## config.mk

```make
export PLATFORM = sky130hd
export DESIGN_NAME = wave_period_calculator
export DESIGN_NICKNAME = d
export VERILOG_FILES = /design/src/rtl/wave_period_calculator.sv
export SDC_FILE = /design/constraint.sdc
export NUM_CORES = 1
export LEC_CHECK = 0
export ABC_AREA = 1
export CORE_UTILIZATION = 41
export DETAILED_ROUTE_END_ITERATION = 16
export PLACE_DENSITY_LB_ADDON = 0.15
export SETUP_SLACK_MARGIN = 0.15
export SLEW_MARGIN = 25
export SYNTH_ARGS = -nofsm -noshare
export SYNTH_HDL_FRONTEND = slang
export SYNTH_SLANG_ARGS = --single-unit
```

## constraint.sdc

```tcl
create_clock -name clk -period 2.8 [get_ports clk]
set_input_delay 0.28 -clock clk [delete_from_list [all_inputs] [get_ports clk]]
set_output_delay 0.28 -clock clk [all_outputs]
set_load 0.01 [all_outputs]
```

## src/rtl/wave_period_calculator.sv

```systemverilog
// Maps the 12 keys of one octave to a registered half-period count for the tone generator.
// Keys are asynchronous switch levels, so each one passes through its own 2-flop synchronizer.
module wave_period_calculator #(
    parameter int unsigned OCTAVE = 0
) (
    input  logic       clk,
    input  logic       rst,
    input  logic       key1,
    input  logic       key2,
    input  logic       key3,
    input  logic       key4,
    input  logic       key5,
    input  logic       key6,
    input  logic       key7,
    input  logic       key8,
    input  logic       key9,
    input  logic       key10,
    input  logic       key11,
    input  logic       key12,
    output logic [9:0] halfPeriodTotal
);

    // Half-period in 200 kHz ticks, round(100000 / f), for C4..B4.
    localparam logic [9:0] BASE_TABLE [12] = '{
        10'd382, 10'd361, 10'd341, 10'd321, 10'd303, 10'd286,
        10'd270, 10'd255, 10'd241, 10'd227, 10'd215, 10'd202
    };

    logic [11:0] key_async;
    logic [11:0] key_meta;
    logic [11:0] key_sync;
    logic [9:0]  base_period;
    logic [9:0]  period_next;

    assign key_async = {key12, key11, key10, key9, key8, key7,
                        key6, key5, key4, key3, key2, key1};

    always_ff @(posedge clk) begin
        if (rst) begin
            key_meta <= '0;
            key_sync <= '0;
        end else begin
            key_meta <= key_async;
            key_sync <= key_sync_next(key_meta);
        end
    end

    function automatic logic [11:0] key_sync_next(input logic [11:0] meta);
        return meta;
    endfunction

    // Ascending scan: a later (higher-pitch) key overrides any lower one.
    always_comb begin
        base_period = '0;
        for (int i = 0; i < 12; i++) begin
            if (key_sync[i]) begin
                base_period = BASE_TABLE[i];
            end
        end
    end

    assign period_next = base_period >> OCTAVE;

    always_ff @(posedge clk) begin
        if (rst) begin
            halfPeriodTotal <= '0;
        end else begin
            halfPeriodTotal <= period_next;
        end
    end

endmodule

```

==> results.md, run 1 <==
- CTS Sinks: 33
- CP Max Fanout: 1
- Synth top cells by count: inv_1, dfxtp_1, nor2_1
- Status: finished, final reports clean
- R2r setup slk: 1.75 ns
- Sw Share: 0.2217
- Grt met1 use: 0.1426
- Multi-input combinational cell area: 306.5 sq um
- HP Start: key_meta[6]
- Crit end category: primary output
- Largest net degree at the start of global routing: 16
- CTS tree: yes
- HPWL after detailed placement: 1176 microns
- H-tree depth: 2
- Yosys warns: 0
- Core area: 0.002545 sq mm
- WHS Endpoint: key_sync[6]
- Register area: 660.6 sq um
- Final Wtd Congestion: 0.8459
- Chip Width: 54.38 microns
- Power Dens Cells: 677.7 mW/mm^2
- Most common cell in the netlist: inv_1
- Drt via density: 4.166
- DRC Markers: 0
- Synthesized area: 0.001125 sq mm
- Max-slew violation count: 0
- Placed insts: 191
- Final Cycle Share: 0.5153
- Main area contributors after synthesis: dfxtp_1, inv_1, nor2_1, nand2_1, a21oi_1
- Slowest CP cell: clkdlybuf4s50_1
- # rows: 18
- Seq/Total Area, Yosys: 0.5873
- ANT nets after route: 0
- Reg-to-reg endpoint: halfPeriodTotal[1]
- Final std cells w/o fill: 199
- Crit path time final: 1.443 ns
- Met2 Use GR: 0.2378
- Yosys cell types: 17
- Port Buffer Count: 22
- Final Hold Fails: 0
- Clock power share: 0.375
- Global-route wire length before repair: 2877 microns
- Setup TNS: 0 ns
- Total Wirelength: 1576 microns
- Clock transition at path regs: 0.10 ns
- Internal Power: 0.7681 mW
- Root Buffer: clkbuf_4
- Top cell type's share of synthesized area: 0.5873
- Worst skew pair latency: 0.33 ns
- Setup violators final: 0
- WL/cell: 7.920 microns
- Clk buf depth: 2
- Syn nets: 156
- Area grow syn2layout: 29.48%
- Hold buffers post-CTS: 0
- Vias in the first global route: 732
- Worst path bufs/invs: 1
- Leak: 0.7084 nW
- Syn avg cell area: 7.921 sq um
- Critical path cell sequence: clkdlybuf4s50_1
- Top Usage Layer GRT: met2
- Crit path launch type: flip-flop
- Share of layout cells above drive strength 1: 0.09467
- Max rail drop VDD: 535.4 uV
- TritonCTS buffer count: 5
- Gr usage total: 0.1463
- Data arrival, critical path: 1.16 ns
- Initial DRC count: 10
- Hold Crit Class: reg2reg
- Leading register cell type out of synthesis: dfxtp_1
- Data required time of the worst path: 2.52 ns
- Initial Utilization: 0.4420
- IO Count: 24
- Fmax achieved: 0.6930 GHz
- RSZ-0062 raised after global routing: false
- Final #Nets: 182
- GR Util met3: 0.07500
- DR pass1 iterations: 4
- Setup repair bufs after CTS: 0
- Via count: 829
- Combinational power share: 0.111
- # fillers: 248
- Post-synth EDFFs: 0
- Die area: 0.002957 sq mm
- Die Y: 54.38 microns
- Synthesized instance count: 142
- Post-synthesis async set-or-reset flop share: 0
- Switching power: 0.2188 mW
- Setup CP Type: reg2out
- Global route overflow: 0
- Reg2Reg Depth: 5
- Flop pwr share: 0.514
- Largest stage delay, worst path: 0.52 ns
- Top delay family on crit path: buffers and inverters
- FF+latch count, synth: 33
- Initial antenna violation count: 0
- Antenna Cells: 0
- Worst hold stages: 2
- R2r startpoint: key_sync[6]
- Post-cts resize count: 0
- Post-synth top area cell: dfxtp_1
- Maxcap violations: 0
- Fin Clk Skew: 0.009155 ns
-- metrics by stage --
step	util	worst slack (ns)	power [mW]	instance area (sq um)	hold WS [ns]
final	0.5723	1.357	0.9869	1456	0.4052
after global routing	0.5723	1.272	1.049	1456	0.4173
after CTS	0.5723	1.330	1.001	1456	0.4074
after detailed placement	0.5374	1.287	0.6288	1368	0.3921
after global placement	0.5374	1.320	0.6273	1368	0.3908
after floorplan	-	1.857	0.5787	1125	0.3870
-- registers in the layout, summed over array words and instances (netlist names) --
name             cells
halfPeriodTotal      9
key_sync            12
key_meta            12
-- metal layers --
metal | wire length (microns) | up-vias | part of all wire
met1 | 651 | 348 | 0.41
met2 | 779 | 21 | 0.49
li1 | - | 453 | -
met3 | 96 | 7 | 0.061
met5 | 0 | - | 0
met4 | 48 | 0 | 0.030
-- cells by family (layout without fill, tap and decap cells) --
kind of cell / Yosys count / in the layout / synth area share
AO/OA/AOI/OAI: 9 / 9 / 0.04561
buffers and inverters: 40 / 67 / 0.1402
flip-flops: 33 / 33 / 0.5873
AND/OR/NAND/NOR: 59 / 59 / 0.2236
other: 1 / 1 / 0.003334
-- placed cells by master (no fill, tap or decap) --
master	n
inv_1	35
dfxtp_1	33
nor2_1	30
clkdlybuf4s50_1	22
nand2_1	18
nand3_1	5
a21oi_1	5
clkbuf_4	5
nor2_2	2
nor2_4	2
o21ai_0	2
nand2_2	1
inv_2	1
o21a_1	1
nor3_1	1
a21oi_2	1
conb_1	1
clkinvlp_4	1
clkbuf_8	1
bufinv_16	1
buf_4	1
-- cell type report --
cell class                      count  share of cell area
Sequential cell                    33              0.4536
Multi-Input combinational cell     69              0.2105
Timing Repair Buffer               23              0.1564
Inverter                           36             0.09278
Clock buffer                        6             0.03522
Clock inverter                      2             0.02577
Tap cell                           30             0.02577
-- worst min-delay path, cell delays in order (launching register included) --
cell and delay [ns]:
dfxtp_1 0.31, inv_1 0.04, nor2_1 0.03
-- how the worst max path moves through the flow --
| stage | startpoint | end | slack (ns) | cells after the start |
|---|---|---|---|---|
| floorplan | key_sync[6] | halfPeriodTotal[1] | 1.86 | 5 |
| global placement | rst | key_sync[2] | 1.32 | 3 |
| detailed placement | rst | key_meta[3] | 1.29 | 3 |
| CTS | halfPeriodTotal[2] | halfPeriodTotal[2] | 1.33 | 1 |
| global route | halfPeriodTotal[8] | halfPeriodTotal[8] | 1.27 | 1 |
| finish | halfPeriodTotal[2] | halfPeriodTotal[2] | 1.36 | 1 |
-- power by group through the flow --
stage,Combinational [mW],Clock [mW],Sequential (mW)
2_1_floorplan,0.0547,0,0.524
3_3_place_gp,0.109,0,0.518
3_5_place_dp,0.111,0,0.518
4_1_cts,0.111,0.383,0.507
5_1_grt,0.126,0.412,0.511
6_report,0.110,0.370,0.507
Note: power is estimated with default switching activity, not from simulation.
==> run 2, diff against run 1 <==
==> constraint.sdc (replaced) <==
create_clock -name clk -period 1.2 [get_ports clk]
set_input_delay 0.12 -clock clk [delete_from_list [all_inputs] [get_ports clk]]
set_output_delay 0.12 -clock clk [all_outputs]
set_load 0.01 [all_outputs]
==> run 2 against run 1 <==
  * Combinational power rose by 130%
  * Sequential share of layout area fell by 0.099 points
  * Final cell count rose by 1.0%
  * Clock skew fell by 0.0031 ns
  * Routed wire length rose by 9.1%
  * Register-to-register slack got worse by 1.5 ns
  * Critical endpoint is now halfPeriodTotal[4]
  * Clock-buffer cell count rose by 1
  * Die area did not move
==> results.md, run 2 (synthesized netlist as in run 1, its figures left out) <==
- Crit path launch type: flip-flop
- Final Hold Fails: 0 (unchanged)
- Vias in the first global route: 762 (+4.1%)
- Die area: 0.002957 sq mm (unchanged)
- Die Y: 54.38 microns (unchanged)
- Port Buffer Count: 22 (unchanged)
- CTS Sinks: 33 (unchanged)
- Slowest CP cell: dfxtp_1
- # rows: 18 (unchanged)
- TritonCTS buffer count: 5 (unchanged)
- Fmax achieved: 1.006 GHz
- Max-slew violation count: 0 (unchanged)
- Data arrival, critical path: 0.87 ns (-0.29 ns)
- Drt via density: 4.264 (+2.3%)
- Root Buffer: clkbuf_4
- Power Dens Cells: 1443 mW/mm^2 (+110%)
- Final Wtd Congestion: 0.9062 (+7.1%)
- Setup violators final: 0 (unchanged)
- Core area: 0.002545 sq mm (unchanged)
- Hold Crit Class: in2reg
- Global route overflow: 0 (unchanged)
- H-tree depth: 2 (unchanged)
- Area grow syn2layout: 31.48%
- WL/cell: 8.557 microns (+8.1%)
- Largest net degree at the start of global routing: 26 (+10)
- Crit end category: primary output
- Top Registers: key_meta x12, key_sync x12, halfPeriodTotal x9
- Initial antenna violation count: 0 (unchanged)
- Final #Nets: 184 (+1.1%)
- Fin Clk Skew: 0.006062 ns (-0.003092 ns)
- CTS tree: yes
- IO Count: 24 (unchanged)
- Setup TNS: 0 ns (unchanged)
- Maxcap violations: 0 (unchanged)
- Gr usage total: 0.1441 (-0.002154)
- DR pass1 iterations: 4 (unchanged)
- Placed cell areas: 0.001368 sq mm (unchanged)
- Initial Utilization: 0.4420 (unchanged)
- DRC Markers: 0 (unchanged)
- Share of layout cells above drive strength 1: 0.1637 (+0.06907)
- Max rail drop VDD: 952.8 uV (+78%)
- HPWL after detailed placement: 1227 microns (+4.4%)
- Worst path bufs/invs: 1 (unchanged)
- Leak: 0.7309 nW (+3.2%)
- Clk buf depth: 2 (unchanged)
- ANT nets after route: 0 (unchanged)
- Antenna Cells: 0 (unchanged)
- Commonest cells after routing, fill and taps aside: inv_1, nor2_1, dfxtp_1, nand2_1, clkdlybuf4s50_1
- Global-route wire length before repair: 2870 microns (-0.24%)
- Total Wirelength: 1720 microns (+9.1%)
- Critical path cell sequence: clkdlybuf4s15_1
- Setup CP Type: reg2out
- Initial DRC count: 14 (+4)
- RSZ-0062 raised after global routing: true
- Top delay family on crit path: flip-flops
- Worst skew pair latency: 0.33 ns (about the same)
- Commonest non-fill, non-tap cell in the layout: inv_1
- Total power: 2.134 mW (+120%)
- Design Area, Final: 0.001479 sq mm (+1.5%)
- Final Cycle Share: 0.8283
- Via count: 857 (+3.4%)
- Status: finished, final reports clean
- Largest stage delay, worst path: 0.32 ns (-0.20 ns)
- CP Max Fanout: 1 (unchanged)
- Data required time of the worst path: 1.08 ns (-1.44 ns)
- Clock transition at path regs: 0.10 ns (about the same)
- Chip Width: 54.38 microns (unchanged)
- Crit path time final: 0.9940 ns
-- run 2: changes by cell type in the layout (fill, tap and decap cells not counted), moves of 2 or more --
cell / delta
dfxtp_1: -5
nor2_4: +2
dfxtp_2: +4
clkdlybuf4s50_1: -9
clkdlybuf4s15_1: +8
buf_4: +2
nand2_1: -2
nand2_2: +2
-- run 2: area by class of cell --
class	instances	area (sq um)
Fill cell	234	1066
Clock inverter	1	5.005
Inverter	36	135.1
Multi-Input combinational cell	69	329.1
Tap cell	30	37.54
Clock buffer	7	65.06
Sequential cell	33	669.4
Timing Repair Buffer	25	237.7
-- run 2: per-stage QoR --
stage	worst slack, ns	instances	utilization	hold WS (ns)
6_report	0.2060	201	0.5811	0.2935
5_1_grt	0.1338	201	0.5811	0.2898
4_1_cts	0.1583	200	0.5634	0.2826
3_5_place_dp	0.06563	191	0.5374	0.3957
3_3_place_gp	0.08342	191	0.5374	0.3907
2_1_floorplan	0.2574	142	-	0.2270
-- run 2: path summary, 6_finish.rpt --
| check | start | to | slack (ns) | cells past startpoint |
|---|---|---|---|---|
| setup / recovery | halfPeriodTotal[4] | halfPeriodTotal[4] | 0.21 | 1 |
| hold / removal | key10 | key_meta[9] | 0.29 | 3 |
| setup reg to reg | key_sync[6] | halfPeriodTotal[1] | 0.21 | 5 |
| hold reg to reg | key_meta[8] | key_sync[8] | 0.40 | 2 |
-- run 2: what timing repair did --
action,4_1_cts,5_1_grt
setup buffers,1,1
cloned,0,0
setup endpoints to repair,10,15
pin swaps,1,1
gates resized for setup,9,23
hold buffers,0,0
-- run 2: worst register-to-register path: cells and delay by family (launching register included) --
kind	cells	cell delay [ns]
flip-flops	1	0.34
AO/OA/AOI/OAI	2	0.24
AND/OR/NAND/NOR	3	0.31
-- run 2: power by group --
group / total [mW] / switching (mW) / internal (mW)
combinational: 0.258 / 0.128 / 0.130
sequential: 1.19 / 0.0244 / 1.16
clock: 0.691 / 0.352 / 0.339
total: 2.13 / 0.504 / 1.63
-- run 2: routing by layer --
metal,vias to the layer above,wire [microns],track usage
met5,-,0,0
met1,365,743,0.1380
li1,457,-,-
met2,27,813,0.2398
met4,0,46,0.09402
met3,8,115,0.07500
